<file path="src/rtl/frogger_pkg.sv">
// Shared Frogger types, widths and default timing constants.
// Latency: n/a (declarations and a combinational helper only).
// Backpressure: n/a.
package frogger_pkg;

    typedef enum logic [2:0] {
        ST_IDLE      = 3'd0,
        ST_PLAY      = 3'd1,
        ST_DEATH     = 3'd2,
        ST_LEVEL_UP  = 3'd3,
        ST_GAME_OVER = 3'd4
    } game_state_t;

    localparam int LIVES_W = 2;
    localparam int LEVEL_W = 4;

    // Default timing at the 25 MHz pixel clock; shared with VgaDisplay/LevelCounter.
    localparam int DEF_START_LIVES     = 3;
    localparam int DEF_MAX_LEVEL       = 15;
    localparam int DEF_DEATH_CYCLES    = 25_000_000;
    localparam int DEF_LEVEL_UP_CYCLES = 12_500_000;
    localparam int DEF_FLASH_HALF      = 3_125_000;

    // Level is at most 15, so the tens digit is only ever 0 or 1.
    function automatic logic [7:0] level_to_bcd(input logic [LEVEL_W-1:0] lvl);
        if (lvl >= 4'd10) begin
            return {4'd1, lvl - 4'd10};
        end
        return {4'd0, lvl};
    endfunction

endpackage

</file>
<file path="src/rtl/phase_timer.sv">
// Loadable phase down-counter with a zero flag and a half-period blink output.
// Latency: load takes effect on the next edge; done is combinational from the count.
// Backpressure: none; counts every cycle until it reaches zero and then holds.
module phase_timer #(
    parameter int CNT_W      = 3,
    parameter int FLASH_HALF = 1
) (
    input  logic             core_clk,
    input  logic             arst_n,
    input  logic             load,
    input  logic [CNT_W-1:0] load_val,
    output logic             done,
    output logic             flash
);

    localparam int FLASH_W = (FLASH_HALF > 1) ? $clog2(FLASH_HALF) : 1;
    localparam logic [FLASH_W-1:0] FLASH_RELOAD = FLASH_W'(FLASH_HALF - 1);

    logic [CNT_W-1:0]   cnt_q;
    logic [FLASH_W-1:0] fcnt_q;
    logic               flash_q;

    // Phase count: reload on entry, then count down and park at zero.
    always_ff @(posedge core_clk or negedge arst_n) begin
        if (!arst_n) begin
            cnt_q <= '0;
        end else if (load) begin
            cnt_q <= load_val;
        end else if (cnt_q != '0) begin
            cnt_q <= cnt_q - 1'b1;
        end
    end

    // Blink: starts high on every load and inverts each FLASH_HALF cycles.
    always_ff @(posedge core_clk or negedge arst_n) begin
        if (!arst_n) begin
            fcnt_q  <= '0;
            flash_q <= 1'b0;
        end else if (load) begin
            fcnt_q  <= FLASH_RELOAD;
            flash_q <= 1'b1;
        end else if (fcnt_q == '0) begin
            fcnt_q  <= FLASH_RELOAD;
            flash_q <= ~flash_q;
        end else begin
            fcnt_q  <= fcnt_q - 1'b1;
        end
    end

    assign done  = (cnt_q == '0);
    assign flash = flash_q;

endmodule

</file>
<file path="src/rtl/game_flow_fsm.sv">
// Frogger game-flow controller: level, lives, freeze and death/level-up phases.
// Latency: one clock from a sampled input rising edge to new state/level/lives.
// Backpressure: none; events arriving outside PLAY (except start) are dropped.
module game_flow_fsm
    import frogger_pkg::*;
#(
    parameter int START_LIVES     = DEF_START_LIVES,
    parameter int MAX_LEVEL       = DEF_MAX_LEVEL,
    parameter int DEATH_CYCLES    = DEF_DEATH_CYCLES,
    parameter int LEVEL_UP_CYCLES = DEF_LEVEL_UP_CYCLES,
    parameter int FLASH_HALF      = DEF_FLASH_HALF
) (
    input  logic               i_Clk,
    input  logic               i_Rst_n,
    input  logic               i_Start,
    input  logic               i_Collision,
    input  logic               i_Frog_At_Top,
    output logic [LEVEL_W-1:0] o_Level,
    output logic [LIVES_W-1:0] o_Lives,
    output logic               o_Reset_Frog,
    output logic               o_Freeze,
    output logic               o_Flash,
    output logic               o_Game_Over,
    output logic [3:0]         o_Level_Tens,
    output logic [3:0]         o_Level_Units
);

    localparam int TMR_MAX = (DEATH_CYCLES > LEVEL_UP_CYCLES) ? DEATH_CYCLES : LEVEL_UP_CYCLES;
    localparam int TMR_W   = $clog2(TMR_MAX);

    localparam logic [TMR_W-1:0]   DEATH_RELOAD = TMR_W'(DEATH_CYCLES - 1);
    localparam logic [TMR_W-1:0]   LVLUP_RELOAD = TMR_W'(LEVEL_UP_CYCLES - 1);
    localparam logic [LEVEL_W-1:0] MAX_LVL      = LEVEL_W'(MAX_LEVEL);
    localparam logic [LIVES_W-1:0] INIT_LIVES   = LIVES_W'(START_LIVES);

    game_state_t        state_q, state_d;
    logic [LEVEL_W-1:0] level_q, level_d;
    logic [LIVES_W-1:0] lives_q, lives_d;
    logic               reset_frog_q, reset_frog_d;
    logic               start_prev_q, col_prev_q, top_prev_q;
    logic               start_evt, col_evt, top_evt;
    logic               tmr_load, tmr_done, tmr_flash;
    logic [TMR_W-1:0]   tmr_val;

    // Edge history resets high so a level already asserted at reset release is not an event.
    always_ff @(posedge i_Clk or negedge i_Rst_n) begin
        if (!i_Rst_n) begin
            start_prev_q <= 1'b1;
            col_prev_q   <= 1'b1;
            top_prev_q   <= 1'b1;
        end else begin
            start_prev_q <= i_Start;
            col_prev_q   <= i_Collision;
            top_prev_q   <= i_Frog_At_Top;
        end
    end

    assign start_evt = i_Start & ~start_prev_q;
    assign col_evt   = i_Collision & ~col_prev_q;
    assign top_evt   = i_Frog_At_Top & ~top_prev_q;

    // State, score registers and the registered frog-reset pulse.
    always_ff @(posedge i_Clk or negedge i_Rst_n) begin
        if (!i_Rst_n) begin
            state_q      <= ST_IDLE;
            level_q      <= LEVEL_W'(1);
            lives_q      <= INIT_LIVES;
            reset_frog_q <= 1'b0;
        end else begin
            state_q      <= state_d;
            level_q      <= level_d;
            lives_q      <= lives_d;
            reset_frog_q <= reset_frog_d;
        end
    end

    // Next-state: start beats collision beats at-top; phases only exit on timer expiry.
    always_comb begin
        state_d      = state_q;
        level_d      = level_q;
        lives_d      = lives_q;
        reset_frog_d = 1'b0;
        tmr_load     = 1'b0;
        tmr_val      = DEATH_RELOAD;
        case (state_q)
            ST_IDLE, ST_GAME_OVER: begin
                if (start_evt) begin
                    state_d      = ST_PLAY;
                    level_d      = LEVEL_W'(1);
                    lives_d      = INIT_LIVES;
                    reset_frog_d = 1'b1;
                end
            end
            ST_PLAY: begin
                if (start_evt) begin
                    state_d      = ST_PLAY;
                    level_d      = LEVEL_W'(1);
                    lives_d      = INIT_LIVES;
                    reset_frog_d = 1'b1;
                end else if (col_evt) begin
                    tmr_load = 1'b1;
                    tmr_val  = DEATH_RELOAD;
                    if (lives_q <= LIVES_W'(1)) begin
                        lives_d = '0;
                        state_d = ST_GAME_OVER;
                    end else begin
                        lives_d = lives_q - 1'b1;
                        state_d = ST_DEATH;
                    end
                end else if (top_evt) begin
                    tmr_load = 1'b1;
                    tmr_val  = LVLUP_RELOAD;
                    state_d  = ST_LEVEL_UP;
                    level_d  = (level_q >= MAX_LVL) ? MAX_LVL : level_q + 1'b1;
                end
            end
            ST_DEATH, ST_LEVEL_UP: begin
                if (tmr_done) begin
                    state_d      = ST_PLAY;
                    reset_frog_d = 1'b1;
                end
            end
            default: begin
                state_d = ST_IDLE;
            end
        endcase
    end

    phase_timer #(
        .CNT_W      (TMR_W),
        .FLASH_HALF (FLASH_HALF)
    ) u_phase_timer (
        .core_clk (i_Clk),
        .arst_n   (i_Rst_n),
        .load     (tmr_load),
        .load_val (tmr_val),
        .done     (tmr_done),
        .flash    (tmr_flash)
    );

    assign o_Level      = level_q;
    assign o_Lives      = lives_q;
    assign o_Reset_Frog = reset_frog_q;
    assign o_Freeze     = (state_q != ST_PLAY);
    assign o_Flash      = tmr_flash & ((state_q == ST_DEATH) | (state_q == ST_GAME_OVER));
    assign o_Game_Over  = (state_q == ST_GAME_OVER);
    assign {o_Level_Tens, o_Level_Units} = level_to_bcd(level_q);

endmodule

</file>
<file path="config.mk">
export PLATFORM = sky130hd
export DESIGN_NAME = game_flow_fsm
export DESIGN_NICKNAME = d
export VERILOG_FILES = /design/src/rtl/frogger_pkg.sv /design/src/rtl/phase_timer.sv /design/src/rtl/game_flow_fsm.sv
export SDC_FILE = /design/constraint.sdc
export NUM_CORES = 1
export LEC_CHECK = 0
export BUFFER_PORTS_ARGS = -buffer_cell sky130_fd_sc_hd__buf_2
export CORE_MARGIN = 2
export CORE_UTILIZATION = 66
export CTS_BUF_LIST = sky130_fd_sc_hd__clkbuf_2 sky130_fd_sc_hd__clkbuf_4 sky130_fd_sc_hd__clkbuf_8
export DETAILED_ROUTE_END_ITERATION = 6
export HOLD_SLACK_MARGIN = 0.02
export PLACE_DENSITY = 0.86
export SLEW_MARGIN = 20
export SYNTH_ARGS = -nofsm -noshare
export SYNTH_HDL_FRONTEND = slang
export SYNTH_SLANG_ARGS = --single-unit
</file>
<file path="constraint.sdc">
create_clock -name i_Clk -period 3.57 [get_ports i_Clk]
set_clock_uncertainty 0.05 [all_clocks]
set_input_delay 0.357 -clock i_Clk [delete_from_list [all_inputs] [get_ports i_Clk]]
set_output_delay 0.357 -clock i_Clk [all_outputs]
set_load 0.03 [all_outputs]
</file>
==> key figures, run 1 <==
Routing
  – DRC errors left: 0
  – Antenna Nets Post-Route: 0
  – Post-DR vias/cell: 6.23
  – Initial DRT Pass Iterations: 5
  – Total length of routed wires: approximately 7000 um
  – Vias: 2736
  – Initial drt markers: 299
  – WL/cell: approximately 16 um

Cells and area
  – N_diodes: 0
  – Most frequent cells in the layout: dfrtp_1, nor2_1, nand2_1, buf_2
  – Area occupied by multi-input gates: ~1700 um^2
  – Share of cells above drive strength 1: 18.5%
  – Syn-to-layout area delta: 9.30%
  – Fill count: about 330
  – Register area: 1530 um^2
  – Final nets: 379
  – Final instance area: around 3600 um^2
  – Commonest non-fill, non-tap cell in the layout: dfrtp_1

Timing
  – WHS: roughly 33 ps
  – # setup viols final: 0
  – Final-report max-slew violation count: 0
  – Worst Tran Pin Value: 751 ps
  – Period utilization: 71.5%
  – TNS Setup: 0 ps
  – Clock period minus worst slack: 2550 ps
  – Slew Limit Headroom: 49.6%
  – Max Fclk: a little under 400 MHz
  – RSZ-0062 raised after global routing: false
  – Final Hold Fails: 0

CTS
  – CTS sink cnt: 61
  – Clk slew on worst S/H paths: 70 ps
  – Setup bufs post-CTS: 0
  – Clk buf depth: 2
  – TritonCTS Buffers: 9
  – H-Tree Depth: 3
  – Hold buffer count at cts: 0
  – CTS tree: done
  – CTS resizes: 0
  – Skew-Pair Late Insertion Delay: 340 ps
  – Root buffer cell: clkbuf_8

Setup path
  – Reg2Reg Depth: 6
  – Required time worst endpoint: 3780 ps
  – CP startpoint kind: flop
  – Critical Path End: state_q[0]
  – Critical R2R Launch: u_phase_timer.cnt_q[9]
  – Crit. End Element: flop
  – CP Max Fanout: 7
  – FF-to-FF End: state_q[0]
  – R2r setup slk: 1020 ps
  – Crit path DAT: 2770 ps
  – Setup Crit Path Kind: reg2reg
  – Worst Setup SP: u_phase_timer.cnt_q[9]

Synthesis
  – Syn_area_per_cell: 9.59 um^2
  – Sequential area share after synthesis: 46.0%
  – Unique cell type count in the Yosys netlist: 59
  – FF+latch count, synth: 61
  – EDFF count, synth: 0
  – Cell Area, Synth: 3340 um^2
  – Ys async rst share: 100%
  – Largest area contributor in the netlist: dfrtp_1
  – Top post-synthesis cells by area: dfrtp_1, dfstp_2, xnor2_1
  – Yosys warnings: 0
  – Ys flop type: dfrtp_1
  – Post-Synthesis Cells: 348
  – Yosys top cell area share: roughly two fifths

GRT
  – Grt ovf: 0
  – Vias in the first global route: about 2.6k
  – Largest net degree at the start of global routing: 35
  – GR Util All Layers: 27.5%
  – Number of antenna violations at the first check in global routing: 0
  – First-pass GRT wire length: 11800 um

Power and ir drop
  – Pleak: 1.37 nW
  – Pwr Density: 386 nW/um^2
  – Worst vdd ir: 0.000275 V
  – Sequential power share: 53.4%
  – Clk pwr share: 40.1%
  – Sw frac: a little over a quarter
  – Psw: about 0.37 mW
  – PnR Total Power: 1.41 mW
  – P_int: 1.04 mW
  – Combinational share of power: 6.5%

Floorplan
  – I/O Pins: 23
  – Die X-Extent: between 70 and 80 um
  – Initial Util: 69.8%
  – Die area: about 5600 um^2
  – Core footprint: 4790 um^2
  – Height of the die: around 75 um
  – Rows: 25

Placement
  – Routability cong.: 0.867
  – Port-buffer cells: 19
  – Post-DP HPWL: 4770 um
  – Area after DPL: 3460 um^2

Worst hold path
  – Hold/Removal Path Class: in2async

Run
  – Max-Cap Viols: 0

Status
  – Status: complete, no violations
## cell usage after synthesis, types with 7 or more instances
cell type  count
clkbuf_1       9
ha_1           7
o31ai_1        7
nand4_1        7
nand3_1       11
inv_1         15
dfrtp_1       55
a21oi_1       16
nor2_1        30
o21ai_0       16
xor2_1         7
nand2_1       22
nand2_2       10
nor3_1        16
xnor2_1       16
## cell families after synthesis
group | count (synthesis) | share of synthesized area (%)
multiplexers | 1 | 0.300
other | 1 | 0.112
adder cells (fa/ha/maj) | 7 | 2.62
XOR/XNOR | 23 | 6.03
AND/OR/NAND/NOR | 154 | 27.4
buffers and inverters | 31 | 4.20
flip-flops | 61 | 46.0
AO/OA/AOI/OAI | 70 | 13.4
## metrics by stage
| step | instances | util (%) | setup WS, ps |
|---|---|---|---|
| after floorplan | 350 | - | 1440 |
| after global placement | 423 | 72.4 | 1180 |
| after detailed placement | 423 | 72.4 | 1090 |
| after CTS | 439 | 76.2 | 1060 |
| after global routing | 439 | 76.2 | 842 |
| final | 439 | 76.2 | 1020 |
## power groups by stage
stage	clock network, mW	registers [mW]	logic [mW]
3_5_place_dp	0	0.762	0.0924
4_1_cts	0.568	0.750	0.0928
2_1_floorplan	0	0.759	0.0612
5_1_grt	0.597	0.755	0.103
3_3_place_gp	0	0.760	0.0900
6_report	0.564	0.751	0.0920
## layer usage
| layer | global-route usage (%) | vias to the layer above | wire, um | share of wire [%] |
|---|---|---|---|---|
| li1 | - | 1292 | - | - |
| met1 | 37.5 | 1337 | 3220 | 46 |
| met2 | 44.0 | 93 | 3340 | 48 |
| met3 | 4.42 | 14 | 335 | 4.8 |
| met4 | 11.5 | 0 | 122 | 1.7 |
| met5 | 0 | - | 0 | 0 |
## final cells by class
class | instances | share of cell area [%]
inverter | 15 | 1.54
timing repair buffer | 22 | 3.22
sequential | 61 | 42.0
tap | 67 | 2.30
clock buffer | 11 | 4.15
clock inverter | 5 | 0.926
multi-input combinational | 258 | 45.8
## worst min path at each step
stage / cells past startpoint / start / slack (ps) / endpoint
after floorplan: 0 / i_Rst_n / 10 / o_Level[1]
after global placement: 1 / u_phase_timer.fcnt_q[0] / 400 / u_phase_timer.fcnt_q[0]
after detailed placement: 1 / u_phase_timer.fcnt_q[0] / 400 / u_phase_timer.fcnt_q[0]
after CTS: 1 / i_Rst_n / 60 / u_phase_timer.fcnt_q[4]
after global routing: 1 / i_Frog_At_Top / 70 / top_prev_q
final: 1 / i_Rst_n / 30 / u_phase_timer.fcnt_q[4]
## critical path, cell delays in order, from the launching register on
cell and delay (ps):
dfrtp_1 440, nor4_4 510, nand4_1 320, nor3_1 700, buf_4 260, o21bai_1 60, a21oi_1 140
## registers in the layout, indices dropped and copies added, names as in the netlist
signal / flops
top_prev_q: 1
o_Lives: 2
u_phase_timer.fcnt_q: 22
o_Level: 4
state_q: 3
start_prev_q: 1
u_phase_timer.cnt_q: 25
col_prev_q: 1
o_Reset_Frog: 1
u_phase_timer.flash: 1
Power figures use the tool's default switching activity.
==> inputs of run 2 (changes only) <==
--- a/config.mk
+++ b/config.mk
@@ -7,11 +7,11 @@
 export LEC_CHECK = 0
 export BUFFER_PORTS_ARGS = -buffer_cell sky130_fd_sc_hd__buf_2
 export CORE_MARGIN = 2
-export CORE_UTILIZATION = 66
+export CORE_UTILIZATION = 63
 export CTS_BUF_LIST = sky130_fd_sc_hd__clkbuf_2 sky130_fd_sc_hd__clkbuf_4 sky130_fd_sc_hd__clkbuf_8
 export DETAILED_ROUTE_END_ITERATION = 6
 export HOLD_SLACK_MARGIN = 0.02
-export PLACE_DENSITY = 0.86
+export PLACE_DENSITY = 0.83
 export SLEW_MARGIN = 20
 export SYNTH_ARGS = -nofsm -noshare
 export SYNTH_HDL_FRONTEND = slang
==> constraint.sdc (replaced) <==
create_clock -name i_Clk -period 2.5 [get_ports i_Clk]
set_clock_uncertainty 0.05 [all_clocks]
set_input_delay 0.25 -clock i_Clk [delete_from_list [all_inputs] [get_ports i_Clk]]
set_output_delay 0.25 -clock i_Clk [all_outputs]
set_load 0.03 [all_outputs]
==> run 2 against run 1 <==
Effect of this change:
- critical path depth is 1 lower
- highest routed layer unchanged
- global-route usage is 1.2 points lower
- total power is 47% higher
- largest power group unchanged
- largest cell class unchanged
- sequential power is 42% higher
- combinational power is 50% higher
- first-iteration DRC count is 32% lower
==> key figures, run 2 (same netlist as run 1, synthesis figures left out) <==
Cells and area
  – Most flops, register: u_phase_timer.cnt_q (unchanged)
  – Commonest non-fill, non-tap cell in the layout: dfrtp_1 (unchanged)
  – Fill count: 373 (was 334)
  – Most frequent cells in the layout: dfrtp_1, nor2_1, nand2_1, buf_2 (unchanged)
  – Max reg flops: 25 (unchanged)
  – N_diodes: 0 (unchanged)
  – Syn-to-layout area delta: 12.9% (was 9.30%)
  – Layout Cells excl Fill: 453 (was 439)
  – Register area: 1530 um^2 (unchanged)
  – Area occupied by multi-input gates: 1680 um^2 (was 1670 um^2)
  – Final instance area: 3770 um^2 (was 3650 um^2)
  – Share of cells above drive strength 1: 19.8% (was 18.5%)
  – Final nets: 390 (was 379)

Routing
  – M1 wire length: 3270 um (was 3220 um)
  – Initial DRT Pass Iterations: 5 (unchanged)
  – DRC errors left: 0 (unchanged)
  – Antenna Nets Post-Route: 0 (unchanged)
  – Post-DR vias/cell: 6.05 (was 6.23)
  – Initial drt markers: 204 (was 299)
  – Met2 wire length: 3320 um (was 3340 um)
  – WL/cell: 15.5 um (was 16.0 um)
  – Top sig layer: met4 (unchanged)
  – WL met3: 379 um (was 335 um)
  – Vias: 2741 (was 2736)
  – Total length of routed wires: 7040 um (was 7020 um)

Run
  – Max-Cap Viols: 0 (unchanged)

Setup path
  – Largest stage delay, worst path: 500 ps (was 700 ps)
  – Crit path DAT: 2510 ps (was 2770 ps)
  – CP Cell Sequence: nor4_4, nand4_2, or2_4, o21ai_0, or3b_2 (was nor4_4, nand4_1, nor3_1, buf_4, o21bai_1, a21oi_1)
  – CP Depth: 5 (was 6)
  – Reg2Reg Depth: 5 (was 6)
  – Required time worst endpoint: 2660 ps (was 3780 ps)
  – CP startpoint kind: flop (unchanged)
  – Crit. End Element: flop (unchanged)
  – Setup Crit Path Kind: reg2reg (unchanged)
  – Family with the most delay on the worst path: simple AND/OR/NAND/NOR gates (unchanged)
  – Slowest-stage cell, CP: nor4_4 (was nor3_1)
  – CP Max Fanout: 8 (was 7)
  – Worst path bufs/invs: 0 (was 1)

Timing
  – Max Fclk: 426 MHz (was 392 MHz)
  – RSZ-0062 raised after global routing: false (unchanged)
  – Slew Limit Headroom: 52.2% (was 49.6%)
  – Final Hold Fails: 0 (unchanged)
  – Clock period minus worst slack: 2350 ps (was 2550 ps)
  – # setup viols final: 0 (unchanged)
  – Period utilization: 93.9% (was 71.5%)
  – Final-report max-slew violation count: 0 (unchanged)
  – Worst Tran Pin Value: 717 ps (was 751 ps)
  – TNS Setup: 0 ps (unchanged)

Power and ir drop
  – Psw: 0.509 mW (was 0.367 mW)
  – Combinational share of power: 6.7% (was 6.5%)
  – P_int: 1.56 mW (was 1.04 mW)
  – Worst vdd ir: 0.000421 V (was 0.000275 V)
  – Pwr Density: 548 nW/um^2 (was 386 nW/um^2)
  – Sequential power share: 52.0% (was 53.4%)
  – Pleak: 1.44 nW (was 1.37 nW)
  – Sw frac: 24.7% (was 26.1%)
  – Clk pwr share: 41.3% (was 40.1%)

Floorplan
  – I/O Pins: 23 (unchanged)
  – Die X-Extent: 76.8 um (was 75.1 um)
  – Height of the die: 76.8 um (was 75.1 um)
  – Rows: 26 (was 25)
  – Initial Util: 65.4% (was 69.8%)
  – Core footprint: 5110 um^2 (was 4790 um^2)
  – Die area: 5900 um^2 (was 5640 um^2)

Placement
  – Routability cong.: 0.858 (was 0.867)
  – Area after DPL: 3530 um^2 (was 3460 um^2)
  – DP Cell Count: 433 (was 423)
  – Port-buffer cells: 19 (unchanged)
  – Post-DP HPWL: 4860 um (was 4770 um)

Worst hold path
  – Hold/Removal Path Class: reg2reg (was in2async)
  – Hold Path Cell Cnt: 1

CTS
  – Setup bufs post-CTS: 0 (unchanged)
  – TritonCTS Buffers: 9 (unchanged)
  – Clk slew on worst S/H paths: 70 ps (about the same)
  – CTS tree: done (unchanged)
  – Root buffer cell: clkbuf_8 (unchanged)
  – Clk buf depth: 2 (unchanged)
  – CTS sink cnt: 61 (unchanged)
  – Skew-Pair Late Insertion Delay: 340 ps (about the same)
  – H-Tree Depth: 3 (unchanged)

GRT
  – Number of antenna violations at the first check in global routing: 0 (unchanged)
  – Grt ovf: 0 (unchanged)
  – Vias in the first global route: 2687 (was 2614)
  – Largest net degree at the start of global routing: 33 (was 35)
  – First-pass GRT wire length: 12400 um (was 11800 um)
  – GR Util All Layers: 26.3% (was 27.5%)

Status
  – Status: complete, no violations (unchanged)
## run 2: final cells by class
cell class | instances | share of cell area [%]
multi-input cells | 258 | 44.5
inverters | 15 | 1.49
clock buffers | 11 | 3.68
flip-flops and latches | 61 | 40.7
clock inverters | 5 | 1.39
well taps | 70 | 2.32
repair buffers | 33 | 5.91
## run 2: metal layers
metal	up-vias	GRT usage (%)
li1	1306	-
met1	1345	35.1
met2	82	41.9
met3	8	6.35
met4	0	9.82
met5	-	0
## run 2: final timing paths
check / to / slack [ps] / start
setup / recovery: u_phase_timer.cnt_q[18] / 150 / u_phase_timer.cnt_q[10]
hold / removal: u_phase_timer.fcnt_q[0] / 410 / u_phase_timer.fcnt_q[0]
setup reg to reg: u_phase_timer.cnt_q[18] / 150 / u_phase_timer.cnt_q[10]
hold reg to reg: u_phase_timer.fcnt_q[0] / 410 / u_phase_timer.fcnt_q[0]
max in group asynchronous: o_Level[0] / 1270 / i_Rst_n
min in group asynchronous: state_q[1] / 450 / i_Rst_n
## run 2: what timing repair did
action / CTS / global route
endpoints found under the setup margin: 0 / 1
endpoints found under the hold margin: 29 / 0
hold buffers: 4 / 0
resized for setup: 0 / 1
## run 2: power groups by stage
stage,registers [mW],clock network (mW),logic (mW)
after global routing,1.08,0.918,0.155
after detailed placement,1.09,0,0.134
after CTS,1.07,0.871,0.140
final,1.07,0.853,0.138
after floorplan,1.08,0,0.0873
after global placement,1.09,0,0.131
## run 2: stage by stage
stage	power [mW]	utilization, %	hold slack [ps]	worst slack (ps)
global route	2.15	73.8	429	42.2
global placement	1.22	69.2	289	249
CTS	2.08	73.7	413	165
detailed placement	1.22	69.2	298	198
floorplan	1.17	-	-95.6	373
finish	2.07	73.8	407	152
